[config.mk]
export PLATFORM = sky130hd
export DESIGN_NAME = apb_gpio_bank
export DESIGN_NICKNAME = d
export VERILOG_FILES = /design/src/rtl/gpio_pkg.sv /design/src/rtl/gpio_sync_edge.sv /design/src/rtl/apb_gpio_bank.sv
export SDC_FILE = /design/constraint.sdc
export NUM_CORES = 1
export LEC_CHECK = 0
export BUFFER_PORTS_ARGS = -buffer_cell sky130_fd_sc_hd__buf_2
export CORE_MARGIN = 4
export CORE_UTILIZATION = 35
export CTS_CLUSTER_SIZE = 20
export DETAILED_ROUTE_END_ITERATION = 7
export GPL_TIMING_DRIVEN = 0
export PLACE_DENSITY = 0.55
export SYNTH_ARGS = -nofsm -noshare
export SYNTH_HDL_FRONTEND = slang
export SYNTH_HIERARCHICAL = 1
export SYNTH_SLANG_ARGS = --single-unit
[constraint.sdc]
create_clock -name pclk -period 2.6 [get_ports pclk]
set_input_delay 0.65 -clock pclk [delete_from_list [all_inputs] [get_ports pclk]]
set_output_delay 0.65 -clock pclk [all_outputs]
set_load 0.01 [all_outputs]
[src/rtl/gpio_pkg.sv]
// Shared definitions for the APB GPIO bank: register map and APB slave FSM encoding.
package gpio_pkg;

    localparam logic [2:0] ADDR_OUT      = 3'd0;
    localparam logic [2:0] ADDR_DIR      = 3'd1;
    localparam logic [2:0] ADDR_IN       = 3'd2;
    localparam logic [2:0] ADDR_RISE_EN  = 3'd3;
    localparam logic [2:0] ADDR_FALL_EN  = 3'd4;
    localparam logic [2:0] ADDR_IRQ_STAT = 3'd5;
    localparam logic [2:0] ADDR_OUT_TGL  = 3'd6;
    localparam logic [2:0] ADDR_ID       = 3'd7;

    typedef enum logic [1:0] {
        IDLE        = 2'd0,
        SETUP       = 2'd1,
        ACCESS_WAIT = 2'd2,
        ACCESS_RDY  = 2'd3
    } apb_state_t;

endpackage

[src/rtl/gpio_sync_edge.sv]
// Two-flop synchronizer for asynchronous pad inputs, plus one delay stage
// so rising/falling edges can be detected on the synchronized value.
module gpio_sync_edge #(
    parameter int WIDTH = 8
) (
    input  logic             clk,
    input  logic             rst_n,
    input  logic [WIDTH-1:0] async_in,
    output logic [WIDTH-1:0] sync,
    output logic [WIDTH-1:0] rise,
    output logic [WIDTH-1:0] fall
);

    logic [WIDTH-1:0] s1;
    logic [WIDTH-1:0] s2;
    logic [WIDTH-1:0] s3;

    always_ff @(posedge clk or negedge rst_n) begin
        if (!rst_n) begin
            s1 <= '0;
            s2 <= '0;
            s3 <= '0;
        end else begin
            s1 <= async_in;
            s2 <= s1;
            s3 <= s2;
        end
    end

    assign sync = s2;
    assign rise = s2 & ~s3;
    assign fall = ~s2 & s3;

endmodule

[src/rtl/apb_gpio_bank.sv]
// APB slave for one GPIO bank: output/direction registers, synchronized input
// sampling and sticky edge interrupts. Every transfer takes one wait cycle.
module apb_gpio_bank
    import gpio_pkg::*;
#(
    parameter int DATA_WIDTH = 8,
    parameter int ADDR_WIDTH = 3,
    parameter int BANK_ID    = 0
) (
    input  logic                  pclk,
    input  logic                  presetn,
    input  logic                  psel,
    input  logic                  penable,
    input  logic                  pwrite,
    input  logic [ADDR_WIDTH-1:0] paddr,
    input  logic [DATA_WIDTH-1:0] pwdata,
    output logic [DATA_WIDTH-1:0] prdata,
    output logic                  pready,
    input  logic [DATA_WIDTH-1:0] gpio_in,
    output logic [DATA_WIDTH-1:0] gpio_out,
    output logic [DATA_WIDTH-1:0] gpio_oe,
    output logic                  irq
);

    apb_state_t            state;
    apb_state_t            state_next;
    logic [ADDR_WIDTH-1:0] addr_q;
    logic                  write_q;
    logic [2:0]            reg_sel;
    logic                  commit;
    logic                  wr_en;
    logic                  rd_en;
    logic [DATA_WIDTH-1:0] rd_mux;

    logic [DATA_WIDTH-1:0] out_q;
    logic [DATA_WIDTH-1:0] dir_q;
    logic [DATA_WIDTH-1:0] rise_en_q;
    logic [DATA_WIDTH-1:0] fall_en_q;
    logic [DATA_WIDTH-1:0] irq_stat_q;
    logic [DATA_WIDTH-1:0] irq_stat_next;
    logic [DATA_WIDTH-1:0] irq_clr;

    logic [DATA_WIDTH-1:0] pin_sync;
    logic [DATA_WIDTH-1:0] pin_rise;
    logic [DATA_WIDTH-1:0] pin_fall;

    gpio_sync_edge #(.WIDTH(DATA_WIDTH)) u_sync (
        .clk     (pclk),
        .rst_n   (presetn),
        .async_in(gpio_in),
        .sync    (pin_sync),
        .rise    (pin_rise),
        .fall    (pin_fall)
    );

    always_comb begin
        state_next = state;
        case (state)
            IDLE:        if (psel && !penable) state_next = SETUP;
            SETUP:       if (!psel) state_next = IDLE;
                         else if (penable) state_next = ACCESS_WAIT;
            ACCESS_WAIT: state_next = psel ? ACCESS_RDY : IDLE;
            ACCESS_RDY:  state_next = IDLE;
            default:     state_next = IDLE;
        endcase
    end

    // The transfer completes on the edge leaving the wait cycle; losing psel there abandons it.
    assign commit  = (state == ACCESS_WAIT) && psel;
    assign wr_en   = commit && write_q;
    assign rd_en   = commit && !write_q;
    assign reg_sel = 3'(addr_q);

    always_comb begin
        rd_mux = '0;
        case (reg_sel)
            ADDR_OUT:      rd_mux = out_q;
            ADDR_DIR:      rd_mux = dir_q;
            ADDR_IN:       rd_mux = pin_sync;
            ADDR_RISE_EN:  rd_mux = rise_en_q;
            ADDR_FALL_EN:  rd_mux = fall_en_q;
            ADDR_IRQ_STAT: rd_mux = irq_stat_q;
            ADDR_ID:       rd_mux = DATA_WIDTH'(BANK_ID);
            default:       rd_mux = '0;
        endcase
    end

    // New edge events take priority over a simultaneous write-1-to-clear.
    always_comb begin
        irq_clr = '0;
        if (wr_en && reg_sel == ADDR_IRQ_STAT) irq_clr = pwdata;
        irq_stat_next = (irq_stat_q & ~irq_clr) | (pin_rise & rise_en_q) | (pin_fall & fall_en_q);
    end

    always_ff @(posedge pclk or negedge presetn) begin
        if (!presetn) begin
            state   <= IDLE;
            addr_q  <= '0;
            write_q <= 1'b0;
            pready  <= 1'b0;
            prdata  <= '0;
        end else begin
            state  <= state_next;
            pready <= commit;
            prdata <= rd_en ? rd_mux : '0;
            if (state == IDLE && psel && !penable) begin
                addr_q  <= paddr;
                write_q <= pwrite;
            end
        end
    end

    always_ff @(posedge pclk or negedge presetn) begin
        if (!presetn) begin
            out_q      <= '0;
            dir_q      <= '0;
            rise_en_q  <= '0;
            fall_en_q  <= '0;
            irq_stat_q <= '0;
            irq        <= 1'b0;
        end else begin
            irq_stat_q <= irq_stat_next;
            irq        <= |irq_stat_next;
            if (wr_en) begin
                case (reg_sel)
                    ADDR_OUT:     out_q     <= pwdata;
                    ADDR_DIR:     dir_q     <= pwdata;
                    ADDR_RISE_EN: rise_en_q <= pwdata;
                    ADDR_FALL_EN: fall_en_q <= pwdata;
                    ADDR_OUT_TGL: out_q     <= out_q ^ pwdata;
                    default:      ;
                endcase
            end
        end
    end

    assign gpio_out = out_q;
    assign gpio_oe  = dir_q;

endmodule

; After elaboration in Yosys (flattened, before gate mapping)
; Index checks and enable logic that the tools add are counted.
[word_totals]
word_cells = 63
ff_bits = 80
output_inout_bits = 26
[classes]
bitwise_logic = 11
reduce_logical = 18
muxes = 9
eq_ne = 11
[op_table]
columns = operator, count
row1 = 8-bit case mux with 6 select lines, 1
row2 = 8-bit bitwise AND, 5
row3 = 8-bit NOT, 3
row4 = 8-bit two-way mux, 2
row5 = 8-bit bitwise OR, 2
row6 = 8-bit case mux with 2 select lines, 1
row7 = 2-bit AND reduction, 5
row8 = "3-bit == test, second input constant", 3
row9 = 2-bit two-way mux, 4
row10 = 2-bit case mux with 4 select lines, 1
row11 = 8-bit OR reduction, 1
row12 = 8-bit bitwise XOR, 1
row13 = 1-bit logical AND, 7
row14 = "3-bit by 2-bit == test with 1-bit output, second input constant", 2
row15 = "2-bit == test, second input constant", 2
row16 = "3-bit by 1-bit == test with 1-bit output, second input constant", 1
row17 = 3-bit logical NOT, 1
row18 = "3-bit != test, second input constant", 1
row19 = "2-bit by 1-bit == test with 1-bit output, second input constant", 1
row20 = 1-bit logical NOT, 2
row21 = 2-bit logical NOT, 1
row22 = "2-bit != test, second input constant", 1
row23 = 2-bit nonzero test, 1

; Depth between registers and ports, before layout
[depth]
depth_word = 10
mapped_depth = 7
ltp_nobuf = 5

; Cells and area by module
; Netlist, hierarchy kept.
[modules_own_cells]
columns = mod, cells_per_inst, area_per_inst_um2, n_inst, seq_area_each_um2
row1 = apb_gpio_bank, 244, 2702.6, 1, 1401.3
row2 = gpio_sync_edge, 40, 740.7, 1, 600.6

; Least setup slack after synthesis
; Ideal clock, no wire load.
[synth_path]
path_kind = input-to-reg
startpoint = input port psel
endpoint = register irq
setup_time_ns = 0.138
required_time_ns = 2.462
n_path_buf = 1
t_arrival_ns = 2.034
setup_slack_ns = 0.427
stages = 5
path_cell_list = and4b_1 > buf_2 > a41oi_1 > or4_1 > or4b_1
[synth_via]
elab_chain_cells = 9
[synth_lines]
columns = element, line
row1 = "start, declared", apb_gpio_bank.sv:12  ; input logic psel,
row2 = 1-bit logical AND, apb_gpio_bank.sv:69  ; assign commit = (state == ACCESS_WAIT) && psel;
row3 = 1-bit logical AND, apb_gpio_bank.sv:70  ; assign wr_en = commit && write_q;
row4 = 1-bit logical AND, apb_gpio_bank.sv:91  ; if (wr_en && reg_sel == ADDR_IRQ_STAT) irq_clr = pwdata;
row5 = 8-bit two-way mux, apb_gpio_bank.sv:91
row6 = 8-bit NOT, apb_gpio_bank.sv:92  ; irq_stat_next = (irq_stat_q & ~irq_clr) | (pin_rise & rise_en_q) | (pin_fall & fall_en_q);
row7 = 8-bit bitwise AND, apb_gpio_bank.sv:92
row8 = 8-bit bitwise OR (2 in a row), apb_gpio_bank.sv:92
row9 = 8-bit OR reduction, apb_gpio_bank.sv:123  ; irq <= |irq_stat_next;
row10 = "end signal, assigned", apb_gpio_bank.sv:123
row11 = "end, declared", apb_gpio_bank.sv:22  ; output logic irq
; No other way between the ends.
; A chain may end at the register's enable or synchronous reset.

; Final worst setup path
[layout_path]
startpoint = register addr_q[1]
endpoint = register irq
[layout_via]
elab_chain_cells = 8
[layout_lines]
columns = element, line
row1 = "start, declared", apb_gpio_bank.sv:27  ; logic [ADDR_WIDTH-1:0] addr_q;
row2 = "start signal, assigned", apb_gpio_bank.sv:107  ; addr_q <= paddr;
row3 = 3-bit == test, apb_gpio_bank.sv:91
row4 = 1-bit logical AND, apb_gpio_bank.sv:91
row5 = 8-bit two-way mux, apb_gpio_bank.sv:91
row6 = 8-bit NOT, apb_gpio_bank.sv:92
row7 = 8-bit bitwise AND, apb_gpio_bank.sv:92
row8 = 8-bit bitwise OR (2 in a row), apb_gpio_bank.sv:92
row9 = 8-bit OR reduction, apb_gpio_bank.sv:123
; No other way between the ends.

==> reports/summary.txt <==
CTS tree: done
PortBufs: 49
Worst setup SP type: register
crit path time final: 2.32 ns
Placement Setup Slack: 0.0537 ns
post-DR wirelength/cell: 16.9 um
fin crit share: 89.1%
largest net degree at the start of global routing: 49
# IOs: 50
violation count after the first detailed-route iteration: 85
EDFF count, synth: 0
hold buffer count at cts: 0
initial antenna violation count: 0
Final WS setup: 0.284 ns
Lkg Pwr: 1.94 nW
core area: 9420 sq um
MaxCap Viol Count: 0
postcts setup bufs: 0
PD cells: 728 nW/um^2
Routed WL: 8.11 mm
Seq/Total Area, Yosys: 58.1%
worst min path class: in2async
Post-Syn Instances: 284
endpoint type of the worst setup path: register
vias per cell: 4.93
IR drop worst, VDD: 0.000283 V
Num CTS Buffers: 9
Die Width: 107 um
CP max FO: 9
top_reg_cell synth: dfrtp_1
total track usage: 15.3%
first-pass GRT wire length: 13.3 mm
Final ANT Viol Nets: 0
Tightest Pin Transition: 1.07 ns
total grt overflow: 0
Post-CTS Resized: 0
DRC viols: 0
Netlist Area Pre-Place: 3440 sq um
WHS: 0.238 ns
Ys Warns: 6
ys async rst share: 100%
RSZ-0062 raised after global routing: no
DRT Pass-1 Iters: 4
clk sinks: 80
type of the worst setup path: reg2reg
Die Height: 107 um
Hold Vio Cnt, Final: 0
Syn Area/Cell: 12.1 sq um
clk buf depth: 2
relative slew slack: 28.3%
Nets: 370
share of layout cells above drive strength 1: 34.8%
H-tree depth: 3
Initial Utilization: 36.6%
Seq cells post-synth: 80
post-DP HPWL: 5.73 mm
fin. max-slew vios: 0
n_diodes: 0
Fmax: 432 MHz
vias in the first global route: 2,432
final setup vio count: 0
full die area: 11,500 sq um
routability congestion estimate: 0.796
total negative slack: 0 ns
status: finished clean
worst endpoint data arrival time: 2.53 ns
CTS Root Cell: clkbuf_8
Req. time, crit path: 2.81 ns
skew final: 0.00588 ns
clock latency on the worst-skew pair: 0.35 ns
Clock transition at path regs: 0.08 ns
Synth cell types: 38
Rows: 35
Post-Syn Nets: 308
area grow syn2layout: 18.1%
DR vias: 2,366
flip-flops by register name, summed over array words and instances (netlist names), 3 cells and up:
register,count
addr_q,3
fall_en_q,8
gpio_oe,8
gpio_out,8
irq_stat_q,8
prdata,8
rise_en_q,8
u_sync/s1,8
u_sync/s3,8
u_sync/sync,8
cell families after synthesis:
logic type | after synthesis | share of synthesized area, %
buf+inv | 20 | 2.29
mux | 36 | 12.0
xor+xnor | 8 | 2.03
compound gates | 52 | 10.8
flops | 80 | 58.1
simple gates | 88 | 14.8
final cells by class:
class,instances,area [sq um]
plain buffers,12,48.8
clock buffers,10,138
clock inverters,6,35.0
fillers,934,5350
inverters,8,30.0
multi-input cells,184,1370
flip-flops and latches,80,2000
well taps,129,161
repair buffers,51,283
synth_stat cells (3+ instances only):
library cell   n  area share [%]
inv_1          8            0.87
clkbuf_1       8            0.87
and2_1         5            0.91
xor2_1         8             2.0
a21oi_1        4            0.58
dfrtp_1       80              58
and2b_2       16             4.1
nor2b_1        8             1.5
a22o_1         8             2.0
nor2_1         7            0.76
o21ai_0        8             1.2
nand3_1        4            0.58
o22ai_1        5            0.91
a22oi_1       11             2.4
mux2i_1        4             1.2
nor3_1         3            0.44
nand2_1       31             3.4
mux2_2        31              10
a21o_1         6             1.3
o21a_1         5             1.1
where the power goes:
group	switching (mW)	internal [mW]
clock network	0.448	0.366
logic	0.319	0.297
registers	0.134	1.40
total	0.901	2.06
worst max-delay path, cell delays in order (launching register included):
cell and delay [ns]:
dfrtp_1 0.36, buf_2 0.21, nor2b_1 0.14, clkbuf_2 0.21, a41oi_1 0.15, or4_1 0.55
or4b_1 0.55
worst paths after layout:
kind / start / cells past startpoint / slack (ns) / to
worst max-delay path: addr_q[1]$_DFFE_PN0P_ / 6 / 0.28 / irq$_DFF_PN0_
worst min register to register: u_sync/s1[3]$_DFF_PN0_ / 0 / 0.35 / u_sync/sync[3]$_DFF_PN0_
worst min-delay path: presetn / 1 / 0.24 / gpio_oe[6]$_DFFE_PN0P_
worst max register to register: addr_q[1]$_DFFE_PN0P_ / 6 / 0.28 / irq$_DFF_PN0_
max in group asynchronous: presetn / 2 / 1.78 / u_sync/sync[0]$_DFF_PN0_
min in group pclk: u_sync/s1[3]$_DFF_PN0_ / 0 / 0.35 / u_sync/sync[3]$_DFF_PN0_
cell usage in the layout (no fill, tap or decap), types with 2 or more instances in the layout:
cell type and instances:
a21o_1 6, a21oi_1 4, a221oi_1 2, a22o_1 8, a22oi_1 11, a41oi_1 2, and2_1 5, and2b_2 16
buf_2 50, buf_4 2, clkbuf_1 8, clkbuf_8 10, clkinv_2 4, clkinvlp_4 2, dfrtp_1 80, inv_1 8
mux2_2 31, mux2i_1 4, nand2_1 31, nand3_1 4, nand3b_1 2, nor2_1 7, nor2b_1 8, nor3_1 3
o21a_1 5, o21ai_0 8, o22ai_1 5, or2_2 2, xor2_1 8
through the flow:
step	power [mW]	cells	area (sq um)	utilization, %
3_3_place_gp	2.15	462	3850	40.9
6_report	2.96	480	4070	43.2
5_1_grt	3.14	480	4070	43.2
2_1_floorplan	1.93	284	3440	-
3_5_place_dp	2.18	464	3890	41.4
4_1_cts	3.00	480	4070	43.2
routing by layer:
layer  vias up  GRT usage, %  part of all wire, %
met5         -             0                    0
met4         0          4.93                 0.51
met3         2          3.91                  5.4
met2        68          24.3                   48
met1      1167          20.4                   46
li1       1129             -                    -
Power figures use the tool's default switching activity.
